==> src/rtl/ccip_intr_err_gen_pkg.sv <==
// Shared types for the CCI-P interrupt/error generator: minimal CCI-P port structs, CSR map, engine types.
// Latency: none (types, constants and a pure header-builder function only).
// Backpressure: n/a; the c1 almost-full flag lives in t_if_ccip_Rx.
package ccip_intr_err_gen_pkg;

  // ---- Minimal CCI-P port types (only the fields this AFU touches are meaningful) ----
  typedef logic [8:0] t_ccip_tid;

  typedef struct packed {
    logic [15:0] address;
    logic [1:0]  length;
    logic        rsvd;
    t_ccip_tid   tid;
  } t_ccip_c0_ReqMmioHdr;

  typedef struct packed {
    t_ccip_c0_ReqMmioHdr hdr;
    logic [511:0]        data;
    logic                rspValid;
    logic                mmioRdValid;
    logic                mmioWrValid;
  } t_if_ccip_c0_Rx;

  typedef struct packed {
    logic [71:0]  hdr;
    logic [511:0] data;
    logic         rspValid;
  } t_if_ccip_c1_Rx;

  typedef struct packed {
    logic           c0TxAlmFull;
    logic           c1TxAlmFull;
    t_if_ccip_c0_Rx c0;
    t_if_ccip_c1_Rx c1;
  } t_if_ccip_Rx;

  typedef enum logic [3:0] {
    eREQ_WRLINE_I = 4'h0,
    eREQ_WRLINE_M = 4'h1,
    eREQ_WRPUSH_I = 4'h2,
    eREQ_WRFENCE  = 4'h4,
    eREQ_INTR     = 4'h6
  } t_ccip_c1_req;

  typedef struct packed {
    logic [5:0]   rsvd1;
    t_ccip_c1_req req_type;
    logic [61:0]  rsvd0;
    logic [1:0]   id;
  } t_ccip_c1_ReqIntrHdr;

  typedef struct packed {
    logic [73:0] hdr;
    logic        valid;
  } t_if_ccip_c0_Tx;

  typedef struct packed {
    t_ccip_c1_ReqIntrHdr hdr;
    logic [511:0]        data;
    logic                valid;
  } t_if_ccip_c1_Tx;

  typedef struct packed {
    t_ccip_tid tid;
  } t_ccip_c2_RspMmioHdr;

  typedef struct packed {
    t_ccip_c2_RspMmioHdr hdr;
    logic                mmioRdValid;
    logic [63:0]         data;
  } t_if_ccip_c2_Tx;

  typedef struct packed {
    t_if_ccip_c0_Tx c0;
    t_if_ccip_c1_Tx c1;
    t_if_ccip_c2_Tx c2;
  } t_if_ccip_Tx;

  // ---- CSR map (32-bit word addresses) ----
  localparam logic [15:0] CSR_DFH     = 16'h0000;
  localparam logic [15:0] CSR_ID_L    = 16'h0002;
  localparam logic [15:0] CSR_ID_H    = 16'h0004;
  localparam logic [15:0] CSR_SCRATCH = 16'h0020;
  localparam logic [15:0] CSR_TRIG    = 16'h0028;
  localparam logic [15:0] CSR_GAP     = 16'h0030;
  localparam logic [15:0] CSR_STATUS  = 16'h0038;
  localparam logic [15:0] CSR_DROP    = 16'h0040;

  // DFH: feature type AFU in [63:60], end-of-list in [40]
  localparam logic [63:0] DFH_VAL  = 64'h1000_0100_0000_0000;
  // DROP reset: enabled, targeting word address 0x0050
  localparam logic [16:0] DROP_RST = 17'h1_0050;

  // ---- Interrupt engine ----
  typedef enum logic [1:0] {IDLE, ISSUE, WAIT} t_eng_state;

  typedef struct packed {
    logic [1:0] id;
    logic [7:0] count;
  } t_intr_req;

  function automatic t_ccip_c1_ReqIntrHdr ccip_genInterrupt(input logic [1:0] id);
    t_ccip_c1_ReqIntrHdr hdr;
    hdr          = '0;
    hdr.req_type = eREQ_INTR;
    hdr.id       = id;
    return hdr;
  endfunction

endpackage

==> src/rtl/ccip_intr_req_fifo.sv <==
// Synchronous request FIFO (power-of-2 depth) holding queued interrupt bursts.
// Latency: push visible to the pop side the cycle after it is written.
// Backpressure: push ignored when full (full judged on pre-cycle level), pop ignored when empty.
module ccip_intr_req_fifo #(
  parameter int DEPTH = 4,
  parameter int WIDTH = 10
) (
  input  logic                     i_clk,
  input  logic                     i_rst_n,
  input  logic                     i_push,
  input  logic [WIDTH-1:0]         i_push_dat,
  input  logic                     i_pop,
  output logic [WIDTH-1:0]         o_pop_dat,
  output logic                     o_full,
  output logic                     o_empty,
  output logic [$clog2(DEPTH):0]   o_level
);
  localparam int AW = $clog2(DEPTH);
  localparam logic [AW:0] FULL_LVL = DEPTH[AW:0];

  logic [WIDTH-1:0] r_mem [DEPTH];
  logic [AW-1:0]    r_wr_ptr;
  logic [AW-1:0]    r_rd_ptr;
  logic [AW:0]      r_level;
  logic             w_push_ok;
  logic             w_pop_ok;

  assign o_full    = (r_level == FULL_LVL);
  assign o_empty   = (r_level == '0);
  assign o_level   = r_level;
  assign o_pop_dat = r_mem[r_rd_ptr];
  assign w_push_ok = i_push && !o_full;
  assign w_pop_ok  = i_pop && !o_empty;

  // Storage write; contents need no reset since level gates every read
  always_ff @(posedge i_clk) begin
    if (w_push_ok) r_mem[r_wr_ptr] <= i_push_dat;
  end

  // Pointer and occupancy tracking
  always_ff @(posedge i_clk) begin
    if (!i_rst_n) begin
      r_wr_ptr <= '0;
      r_rd_ptr <= '0;
      r_level  <= '0;
    end else begin
      if (w_push_ok) r_wr_ptr <= r_wr_ptr + 1'b1;
      if (w_pop_ok)  r_rd_ptr <= r_rd_ptr + 1'b1;
      case ({w_push_ok, w_pop_ok})
        2'b10:   r_level <= r_level + 1'b1;
        2'b01:   r_level <= r_level - 1'b1;
        default: ;
      endcase
    end
  end

endmodule

==> src/rtl/ccip_intr_err_gen.sv <==
// CCI-P AFU: MMIO CSRs plus a queued engine issuing spaced interrupt bursts; can drop one MMIO read address.
// Latency: MMIO read response 1 cycle; TRIG write at t -> first interrupt registered at t+2.
// Backpressure: c1TxAlmFull holds the engine in ISSUE; TRIG writes to a full queue are dropped (OVF).
module ccip_intr_err_gen
  import ccip_intr_err_gen_pkg::*;
#(
  parameter logic [63:0] AFU_ID_H   = 64'h5c1e_a3c4_2bfb_4e2a,
  parameter logic [63:0] AFU_ID_L   = 64'habf4_13c1_e125_41b0,
  parameter int          NUM_INTR   = 4,
  parameter int          FIFO_DEPTH = 4,
  parameter int          CNT_W      = 16
) (
  input  logic        Clk_400,
  input  logic        SoftReset_n,
  input  t_if_ccip_Rx cp2af_sRxPort,
  output t_if_ccip_Tx af2cp_sTxPort
);
  localparam int LVL_W = $clog2(FIFO_DEPTH) + 1;

  logic [15:0]      w_addr;
  logic [63:0]      w_wdat;
  logic             w_wr, w_rd, w_almfull;
  logic [1:0]       w_trig_id;
  logic [7:0]       w_trig_cnt;
  logic             w_trig_wr, w_trig_bad, w_push, w_pop, w_send;
  logic             w_full, w_empty, w_drop_hit;
  logic [LVL_W-1:0] w_level;
  t_intr_req        w_push_dat, w_pop_dat;
  logic [63:0]      w_status, w_rd_dat;
  logic             w_unused;

  logic [63:0]      r_scratch, r_trig;
  logic [CNT_W-1:0] r_gap, r_issued;
  logic             r_ovf, r_badid, r_drop_en;
  logic [15:0]      r_drop_addr;

  t_eng_state       r_state, w_state_nxt;
  logic [1:0]       r_id, w_id_nxt;
  logic [7:0]       r_remain, w_remain_nxt;
  logic [CNT_W-1:0] r_gap_cnt, w_gap_cnt_nxt;

  logic                r_c1_vld, r_c2_vld;
  t_ccip_c1_ReqIntrHdr r_c1_hdr;
  t_ccip_tid           r_c2_tid;
  logic [63:0]         r_c2_dat;

  assign w_addr     = cp2af_sRxPort.c0.hdr.address;
  assign w_wdat     = cp2af_sRxPort.c0.data[63:0];
  assign w_wr       = cp2af_sRxPort.c0.mmioWrValid;
  assign w_rd       = cp2af_sRxPort.c0.mmioRdValid;
  assign w_almfull  = cp2af_sRxPort.c1TxAlmFull;
  assign w_unused   = ^cp2af_sRxPort;

  // A zero burst count is promoted to one so the engine never sees an empty burst
  assign w_trig_id  = w_wdat[1:0];
  assign w_trig_cnt = (w_wdat[15:8] == 8'd0) ? 8'd1 : w_wdat[15:8];
  assign w_trig_wr  = w_wr && (w_addr == CSR_TRIG);
  assign w_trig_bad = (int'(w_trig_id) >= NUM_INTR);
  assign w_push     = w_trig_wr && !w_trig_bad && !w_full;
  assign w_push_dat = '{id: w_trig_id, count: w_trig_cnt};
  assign w_drop_hit = r_drop_en && (w_addr == r_drop_addr);

  ccip_intr_req_fifo #(
    .DEPTH (FIFO_DEPTH),
    .WIDTH ($bits(t_intr_req))
  ) u_req_fifo (
    .i_clk      (Clk_400),
    .i_rst_n    (SoftReset_n),
    .i_push     (w_push),
    .i_push_dat (w_push_dat),
    .i_pop      (w_pop),
    .o_pop_dat  (w_pop_dat),
    .o_full     (w_full),
    .o_empty    (w_empty),
    .o_level    (w_level)
  );

  // CSR writes, sticky error flags and the saturating issued counter
  always_ff @(posedge Clk_400) begin
    if (!SoftReset_n) begin
      r_scratch   <= '0;
      r_trig      <= '0;
      r_gap       <= '0;
      r_issued    <= '0;
      r_ovf       <= 1'b0;
      r_badid     <= 1'b0;
      r_drop_en   <= DROP_RST[16];
      r_drop_addr <= DROP_RST[15:0];
    end else begin
      if (w_wr && (w_addr == CSR_STATUS)) r_issued <= '0;
      else if (w_send && !(&r_issued))    r_issued <= r_issued + 1'b1;
      if (w_wr) begin
        case (w_addr)
          CSR_SCRATCH: r_scratch <= w_wdat;
          CSR_TRIG: begin
            r_trig <= w_wdat;
            if (w_trig_bad)  r_badid <= 1'b1;
            else if (w_full) r_ovf   <= 1'b1;
          end
          CSR_GAP:     r_gap <= w_wdat[CNT_W-1:0];
          CSR_STATUS: begin
            r_ovf   <= 1'b0;
            r_badid <= 1'b0;
          end
          CSR_DROP: begin
            r_drop_en   <= w_wdat[16];
            r_drop_addr <= w_wdat[15:0];
          end
          default: ;
        endcase
      end
    end
  end

  // STATUS word and MMIO read mux
  always_comb begin
    w_status               = '0;
    w_status[CNT_W-1:0]    = r_issued;
    w_status[32]           = (r_state != IDLE);
    w_status[33]           = r_ovf;
    w_status[34]           = r_badid;
    w_status[39:36]        = 4'(w_level);
    case (w_addr)
      CSR_DFH:     w_rd_dat = DFH_VAL;
      CSR_ID_L:    w_rd_dat = AFU_ID_L;
      CSR_ID_H:    w_rd_dat = AFU_ID_H;
      CSR_SCRATCH: w_rd_dat = r_scratch;
      CSR_TRIG:    w_rd_dat = r_trig;
      CSR_GAP:     w_rd_dat = 64'(r_gap);
      CSR_STATUS:  w_rd_dat = w_status;
      CSR_DROP:    w_rd_dat = {47'd0, r_drop_en, r_drop_addr};
      default:     w_rd_dat = '0;
    endcase
  end

  // Engine state register
  always_ff @(posedge Clk_400) begin
    if (!SoftReset_n) begin
      r_state   <= IDLE;
      r_id      <= '0;
      r_remain  <= '0;
      r_gap_cnt <= '0;
    end else begin
      r_state   <= w_state_nxt;
      r_id      <= w_id_nxt;
      r_remain  <= w_remain_nxt;
      r_gap_cnt <= w_gap_cnt_nxt;
    end
  end

  // Engine next-state: pop a burst, send one interrupt per non-almost-full cycle, pace with GAP
  always_comb begin
    w_state_nxt   = r_state;
    w_id_nxt      = r_id;
    w_remain_nxt  = r_remain;
    w_gap_cnt_nxt = r_gap_cnt;
    w_pop         = 1'b0;
    w_send        = 1'b0;
    case (r_state)
      IDLE: begin
        if (!w_empty) begin
          w_pop        = 1'b1;
          w_id_nxt     = w_pop_dat.id;
          w_remain_nxt = w_pop_dat.count;
          w_state_nxt  = ISSUE;
        end
      end
      ISSUE: begin
        if (!w_almfull) begin
          w_send       = 1'b1;
          w_remain_nxt = r_remain - 1'b1;
          if (r_gap != '0) begin
            w_state_nxt   = WAIT;
            w_gap_cnt_nxt = r_gap;
          end else if (r_remain > 8'd1) begin
            w_state_nxt = ISSUE;
          end else begin
            w_state_nxt = IDLE;
          end
        end
      end
      WAIT: begin
        if (r_gap_cnt[CNT_W-1:1] == '0) begin
          w_state_nxt = (r_remain != 8'd0) ? ISSUE : IDLE;
        end else begin
          w_gap_cnt_nxt = r_gap_cnt - 1'b1;
        end
      end
      default: w_state_nxt = IDLE;
    endcase
  end

  // Registered c1 interrupt and c2 MMIO response channels
  always_ff @(posedge Clk_400) begin
    if (!SoftReset_n) begin
      r_c1_vld <= 1'b0;
      r_c1_hdr <= '0;
      r_c2_vld <= 1'b0;
      r_c2_tid <= '0;
      r_c2_dat <= '0;
    end else begin
      r_c1_vld <= w_send;
      r_c1_hdr <= w_send ? ccip_genInterrupt(r_id) : '0;
      r_c2_vld <= w_rd && !w_drop_hit;
      r_c2_tid <= cp2af_sRxPort.c0.hdr.tid;
      r_c2_dat <= w_rd ? w_rd_dat : '0;
    end
  end

  // Drive the Tx port; c0 stays idle
  always_comb begin
    af2cp_sTxPort                = '0;
    af2cp_sTxPort.c1.hdr         = r_c1_hdr;
    af2cp_sTxPort.c1.valid       = r_c1_vld;
    af2cp_sTxPort.c2.hdr.tid     = r_c2_tid;
    af2cp_sTxPort.c2.mmioRdValid = r_c2_vld;
    af2cp_sTxPort.c2.data        = r_c2_dat;
  end

endmodule
==> config.mk <==
export PLATFORM = sky130hd
export DESIGN_NAME = ccip_intr_err_gen
export DESIGN_NICKNAME = d
export VERILOG_FILES = /design/src/rtl/ccip_intr_err_gen_pkg.sv /design/src/rtl/ccip_intr_req_fifo.sv /design/src/rtl/ccip_intr_err_gen.sv
export SDC_FILE = /design/constraint.sdc
export NUM_CORES = 1
export LEC_CHECK = 0
export CORE_AREA = 2 2 737 739
export DETAILED_ROUTE_END_ITERATION = 12
export DIE_AREA = 0 0 739 741
export PLACE_DENSITY_LB_ADDON = 0.12
export SLEW_MARGIN = 20
export SYNTH_ARGS = -nofsm -noshare
export SYNTH_HDL_FRONTEND = slang
export SYNTH_SLANG_ARGS = --single-unit
==> constraint.sdc <==
create_clock -name Clk_400 -period 2.8 [get_ports Clk_400]
set_clock_uncertainty 0.1 [all_clocks]
set_input_delay 0.56 -clock Clk_400 [delete_from_list [all_inputs] [get_ports Clk_400]]
set_output_delay 0.56 -clock Clk_400 [all_outputs]
set_load 0.01 [all_outputs]
== Word level (Yosys, flattened, before mapping) ==
Memories as Yosys holds them, arrays and structs flattened. A register that Yosys moved wholly into a read port is not among the register bits.
Cells that the tools add are included.

* Output and inout bits: 736
* Bits of input ports: 1132
* Register bits after elaboration: 362
* Logic and storage cells: 117
* Memories: 1
* RAM bits: 40

{| class="wikitable"
|+ Memory list
! memory !! words !! width !! rd ports !! clocked after memory_dff !! wr ports !! line !! RTL
|-
| u_req_fifo.r_mem || 4 || 10 || 1 || 1 || 1 || ccip_intr_req_fifo.sv:21 || <nowiki>logic [WIDTH-1:0] r_mem [DEPTH];</nowiki>
|}

* Bitwise operators: 2
* $lt $le $gt $ge: 1
* Eq/ne operators: 19
* $add $sub $neg: 7
* Reductions and logical operators: 37
* Muxes and demuxes: 28

{| class="wikitable"
|+ Operators by type and width
! cell !! count
|-
| $pmux 64 s8 || 1
|-
| $mux 67 || 1
|-
| $eq 16x6->1 const B || 4
|-
| $mux 16 || 3
|-
| $pmux 16 s2 || 1
|-
| $mux 8 || 3
|-
| $add 16x1->16 const B || 1
|-
| $eq 16x16->1 || 1
|-
| $eq 16x2->1 const B || 1
|-
| $eq 16x3->1 const B || 1
|-
| $eq 16x7->1 const B || 1
|-
| $logic_not 16->1 || 1
|-
| $pmux 8 s2 || 1
|-
| $reduce_and 16->1 || 1
|-
| $reduce_bool 16->1 || 1
|-
| $sub 16x1->16 const B || 1
|-
| $logic_not 15->1 || 1
|-
| $reduce_and 2->1 || 7
|-
| $mux 2 || 6
|-
| $ne 2x2->1 const B || 5
|-
| $reduce_bool 2->1 || 5
|-
| $mux 1 || 9
|-
| $reduce_and 3->1 || 3
|-
| $gt 8x1->1 const B || 1
|-
| other kinds (20) || 34
|}

== Logic depth before layout (Yosys ltp) ==
Gate-level depths: netlist (run 1).

* Word-level depth: 6
* Mapped depth: 11
* Depth with buffers taken out: 11

== Hierarchy ==
Synthesis (run 1) repeated with hierarchy kept, for this count alone.

* Cell total of the unflattened synthesis: 2164
* Area, all modules: 18770.5 sq um

{| class="wikitable"
|+ Modules (own cells, without submodules)
! module !! instances !! area each (sq um) !! cells an instance !! sequential area each (sq um)
|-
| ccip_intr_err_gen || 1 || 16837.4 || 2058 || 5665.4
|-
| ccip_intr_req_fifo || 1 || 1933.1 || 106 || 1381.3
|}

== Least setup slack after synthesis (run 1) ==
OpenSTA, ideal clock, no wires.

* Kind: input -> register
* Start point: input port cp2af_sRxPort[1114] (netlist name)
* End point: register u_req_fifo.r_level[2], in the netlist u_req_fifo.o_level[2]
* Stages: 11
* Arrival time: 2.837 ns
* Library setup time: 0.070 ns
* Required time: 2.630 ns
* Buffers on the path: 1
* Slack: -0.207 ns
* Path through: clkbuf_1 > or4b_1 > nor4_4 > and3_1 > inv_1 > ha_1 > inv_1 > fa_1 > xor2_1 > or3_1 > a21oi_1

* Cells in the longest elaborated chain, start to end: 6
* Elaborated cells on any way between the ends: 8
* Classes of those cells: 3 x eq/ne; 1 x mux; 4 x reduce/logical

{| class="wikitable"
|+ Ends and longest elaborated chain
! element !! line !! RTL
|-
| start, declared || ccip_intr_err_gen.sv:15 || <nowiki>input t_if_ccip_Rx cp2af_sRxPort,</nowiki>
|-
| $eq 16x6->1 (*) || ccip_intr_err_gen.sv:57 || <nowiki>assign w_trig_wr = w_wr && (w_addr == CSR_TRIG);</nowiki>
|-
| $logic_and 1x1->1 (*) || ccip_intr_err_gen.sv:57 ||
|-
| $logic_and 1x1->1 (*) || ccip_intr_err_gen.sv:59 || <nowiki>assign w_push = w_trig_wr && !w_trig_bad && !w_full;</nowiki>
|-
| $logic_and 1x1->1 (*) || ccip_intr_req_fifo.sv:32 || <nowiki>assign w_push_ok = i_push && !o_full;</nowiki>
|-
| $eq 2x1->1 or $eq 2x2->1 (tied branches) || ccip_intr_req_fifo.sv:49 || <nowiki>case ({w_push_ok, w_pop_ok})</nowiki>
|-
| $pmux 3 s2 or $reduce_bool 2->1 (tied branches) || n/a ||
|-
| end signal, assigned || ccip_intr_req_fifo.sv:50 || <nowiki>2'b10: r_level <= r_level + 1'b1;</nowiki>
|-
| end signal, assigned || ccip_intr_req_fifo.sv:51 || <nowiki>2'b01: r_level <= r_level - 1'b1;</nowiki>
|-
| end, declared || ccip_intr_req_fifo.sv:24 || <nowiki>logic [AW:0] r_level;</nowiki>
|}

Mark *: on every way between the ends. The rest lies on a longest branch, timed or not.
A chain may end at the register's enable or synchronous reset.

== Worst setup path after layout (run 1) ==
* Start point: input port cp2af_sRxPort[1125] (netlist name)
* End point: register r_c2_dat[38]

* Cells in the longest elaborated chain, start to end: 2
* Elaborated cells on any way between the ends: 9
* Classes of those cells: 7 x eq/ne; 1 x mux; 1 x reduce/logical

{| class="wikitable"
|+ Ends and longest elaborated chain
! element !! line !! RTL
|-
| $eq 16x7->1, or another cell as far along || ccip_intr_err_gen.sv:123 || <nowiki>case (w_addr)</nowiki>
|-
| $pmux 64 s8 (*) || ccip_intr_err_gen.sv:123 ||
|-
| end signal, assigned || ccip_intr_err_gen.sv:206 || <nowiki>r_c2_dat <= w_rd ? w_rd_dat : '0;</nowiki>
|-
| end, declared || ccip_intr_err_gen.sv:45 || <nowiki>logic [63:0] r_c2_dat;</nowiki>
|}

Marks and branches as above.

==> qor.yml, run 1 <==
power_and_ir_drop:
  seq_power_share: 0.373
  leakagePower_nw: 8.81
  p_per_area_mw_per_mm2: 431
  combPwrFrac: 0.068
  pwr-share-clk: 0.559
  internal-power_w: 0.00924
  irDropWorstVdd_uv: 595
  p_sw_w: 0.00371
  swShare: 0.286
setup_path:
  max_stage_delay_ns: 0.55
  crit_type: "in -> reg"
  worst-path-max-fanout: 42
  startpoint: "cp2af_sRxPort[1125]"
  cp.required_ns: 3.23
  cpMaxStageDelayCell: "or4_4"
  cp-end-kind: "flip-flop"
  critPathArrivalTime_ns: 3.17
  rr_startpoint: "u_req_fifo.o_level[0]"
  crit_chain: "clkdlybuf4s50_1 > buf_4 > or4_4 > or3_1 > nor4_4 > o311ai_4 > buf_12 > a21oi_2"
  worst_setup_path_start_kind: "input pin"
run_status:
  status: "finished, final reports clean"
cts:
  clk_pin_slew_ns: 0.06
  root_buffer: "clkbuf_16"
  cts_buffers: 53
  clock-sinks: 332
  tritoncts: "built"
  htreeDepth: 2
  cts_buffer_depth: 3
  holdBufCountCts: 0
  clkLatencyLatePin_ns: 0.75
cells_and_area:
  finish.instance_area_mm2: 0.0301
  area_growth_pct: 63.8
  drive_above_1_share: 0.140
  nets: 3597
  fill_cells: 63700
  final_core_util: 0.0557
logic_synthesis:
  yosys.area.top_type: "dfxtp_1"
  synthArstFlopShare: 0
  yosysUniqueCellTypes: 64
  syn_area_per_cell_um2: 8.53
  synth_area_leaders: "dfxtp_1, buf_4, nand2_1"
  postSynthCellCount: 2151
  yosysSeqAreaShare: 0.384
  synthTopCellsByCount: "buf_4, nand2_1, dfxtp_1"
  synthFlopType: "dfxtp_1"
  synth.most_common_cell: "buf_4"
  ys_warn_count: 0
  synth_edf_count: 40
  mappedNetlistArea_mm2: 0.0184
  synth_top_cell_area_share: 0.319
  synth-seq-cells: 332
detailed_routing:
  dr.pass1.iters: 6
  wl_per_cell_um: 10.7
  avgViaCountPerCell: 1.46
  initialDrtViolationCount: 728
  detail-route-antenna-nets: 0
  routed_wl_um: 104000
  vias: 14200
  drc: 0
floorplan:
  initial_core_util: 0.0340
  fp-row-count: 270
  core-area_mm2: 0.540
  ioPinCount: 1868
  die_y_um: 741
  chipWidth_um: 739
  fp.dieArea_mm2: 0.548
place:
  gp_congestion: 0.647
  port-buffer-count: 172
  dp_hpwl_um: 81700
  placed_area_mm2: 0.0281
global_routing:
  antenna_found_initial: 51
  overflow: 0
  grt_max_degree: 83
  grt_pass1_vias: 13200
  grt_pass1_wl_um: 133000
  track_usage: 0.0362
timing:
  finalCritPeriodShare: 0.980
  rsz0062_at_grt: "false"
  holdWs_ns: 0.293
  finalSetupViolCount: 0
  final_hold_viol_count: 0
  drv_slew: 0
  tightest_slew_ns: 1.03
  slew_headroom: 0.314
  fin_setup_tns_ns: 0
  max_clock_freq_ghz: 0.365
  min_period_ns: 2.74
job:
  drv_cap: 0
worst_hold_path:
  min-delay-start: "cp2af_sRxPort[1107]"
  hold_path.class: "in -> reg"
[through the flow]
stage | instances | total power, W | setup slack (ns)
floorplan | 2807 | 0.00609 | -0.0644
global placement | 9602 | 0.00581 | -1.65
detailed placement | 9602 | 0.00581 | -1.46
CTS | 9707 | 0.0135 | 0.000781
global route | 9708 | 0.0137 | 0.0155
finish | 9715 | 0.0129 | 0.0570
[power by group through the flow]
| stage | Combinational, W | Clock (W) | Sequential, W |
|---|---|---|---|
| 3_5_place_dp | 0.000877 | 0 | 0.00493 |
| 4_1_cts | 0.000882 | 0.00780 | 0.00482 |
| 2_1_floorplan | 0.00116 | 0 | 0.00493 |
| 3_3_place_gp | 0.000881 | 0 | 0.00493 |
| 6_report | 0.000884 | 0.00724 | 0.00483 |
| 5_1_grt | 0.000969 | 0.00791 | 0.00482 |
[final cells by class]
class | instances | area [um^2] | share of cell area
antenna | 8 | 20.0 | 0.000666
clock buffer | 78 | 1590 | 0.0529
clock inverter | 22 | 241 | 0.00803
inverter | 13 | 53.8 | 0.00179
multi-input combinational | 1689 | 8380 | 0.279
sequential | 332 | 7050 | 0.235
tap | 7208 | 9020 | 0.300
timing repair buffer | 365 | 3700 | 0.123
[final timing paths]
check | slack, ns | cells after the start | end
min reg2reg | 0.34 | 2 | r_c2_dat[39]
min | 0.29 | 2 | r_c2_tid[7]
max | 0.06 | 8 | r_c2_dat[38]
max reg2reg | 0.34 | 9 | u_req_fifo.o_level[2]
[per-layer routing]
| layer | global-route usage | wire (um) |
|---|---|---|
| met1 | 0.0474 | 46200 |
| met2 | 0.0589 | 48700 |
| met3 | 0.00975 | 6780 |
| met4 | 0.00849 | 2200 |
| met5 | 0 | 84 |
[critical path, delay by kind of cell]
family          cells  cell delay (ns)
simple gates        3             1.20
buf+inv             3             0.89
compound gates      2             0.47
[cell families after synthesis]
| logic type | count (synthesis) | synth area share |
|---|---|---|
| AOI/OAI and AO/OA | 372 | 0.129 |
| xor gates and xnor gates | 32 | 0.0153 |
| adders and majority gates | 11 | 0.00791 |
| buffers and inverters | 786 | 0.300 |
| DFF | 332 | 0.384 |
| muxes | 19 | 0.0175 |
| other | 1 | 0.000204 |
| and+or+nand+nor | 598 | 0.146 |
[state kept, by name, summed over array words and instances (netlist names), named ones only]
name                 count
r_state                  2
r_drop_en                1
r_scratch               64
r_issued                16
r_c2_dat                64
r_drop_addr             16
r_gap_cnt               16
r_trig                  64
u_req_fifo.r_rd_ptr      2
r_ovf                    1
u_req_fifo.r_mem        40
r_c2_tid                 9
r_remain                 8
u_req_fifo.r_wr_ptr      2
r_id                     2
r_c2_vld                 1
af2cp_sTxPort            3
u_req_fifo.o_level       3
r_gap                   16
[timing repair]
| action | in CTS | in global routing |
|---|---|---|
| setup endpoints to repair | 153 | 56 |
| hold endpoints to repair | 0 | 0 |
| gates cloned | 0 | 0 |
| pin swaps | 2 | 3 |
| setup buffers | 5 | 0 |
| resized for setup | 9 | 9 |
[cell usage in the layout, fill, tap and decap left out, types with 7 or more instances in the layout]
| cell | count |
|---|---|
| xnor2_1 | 19 |
| inv_1 | 10 |
| and2_1 | 20 |
| clkbuf_1 | 8 |
| diode_2 | 8 |
| o21ai_0 | 17 |
| nand3_1 | 14 |
| a21oi_1 | 209 |
| and3_1 | 8 |
| a222oi_1 | 19 |
| edfxtp_1 | 40 |
| buf_4 | 151 |
| ha_1 | 9 |
| a221oi_1 | 37 |
| dfxtp_1 | 290 |
| clkinv_2 | 7 |
| nor4_1 | 17 |
| xor2_1 | 13 |
| nand4_1 | 7 |
| nand2_1 | 354 |
| clkbuf_16 | 53 |
| clkbuf_8 | 17 |
| nor2_1 | 101 |
| o31ai_1 | 7 |
| conb_1 | 657 |
| o211ai_1 | 9 |
| clkdlybuf4s50_1 | 165 |
| a22oi_1 | 16 |
| nor3_1 | 18 |
| buf_12 | 42 |
| a21oi_2 | 18 |
| mux4_2 | 10 |
No activity file was read; power rests on OpenSTA's default activity.
==> run 2: changes to the inputs <==
--- a/config.mk
+++ b/config.mk
@@ -9,7 +9,6 @@
 export DETAILED_ROUTE_END_ITERATION = 12
 export DIE_AREA = 0 0 739 741
 export PLACE_DENSITY_LB_ADDON = 0.12
-export SLEW_MARGIN = 20
 export SYNTH_ARGS = -nofsm -noshare
 export SYNTH_HDL_FRONTEND = slang
 export SYNTH_SLANG_ARGS = --single-unit
==> results of run 2 <==
The final DEF is identical to that of run 1; final timing and power are the same.
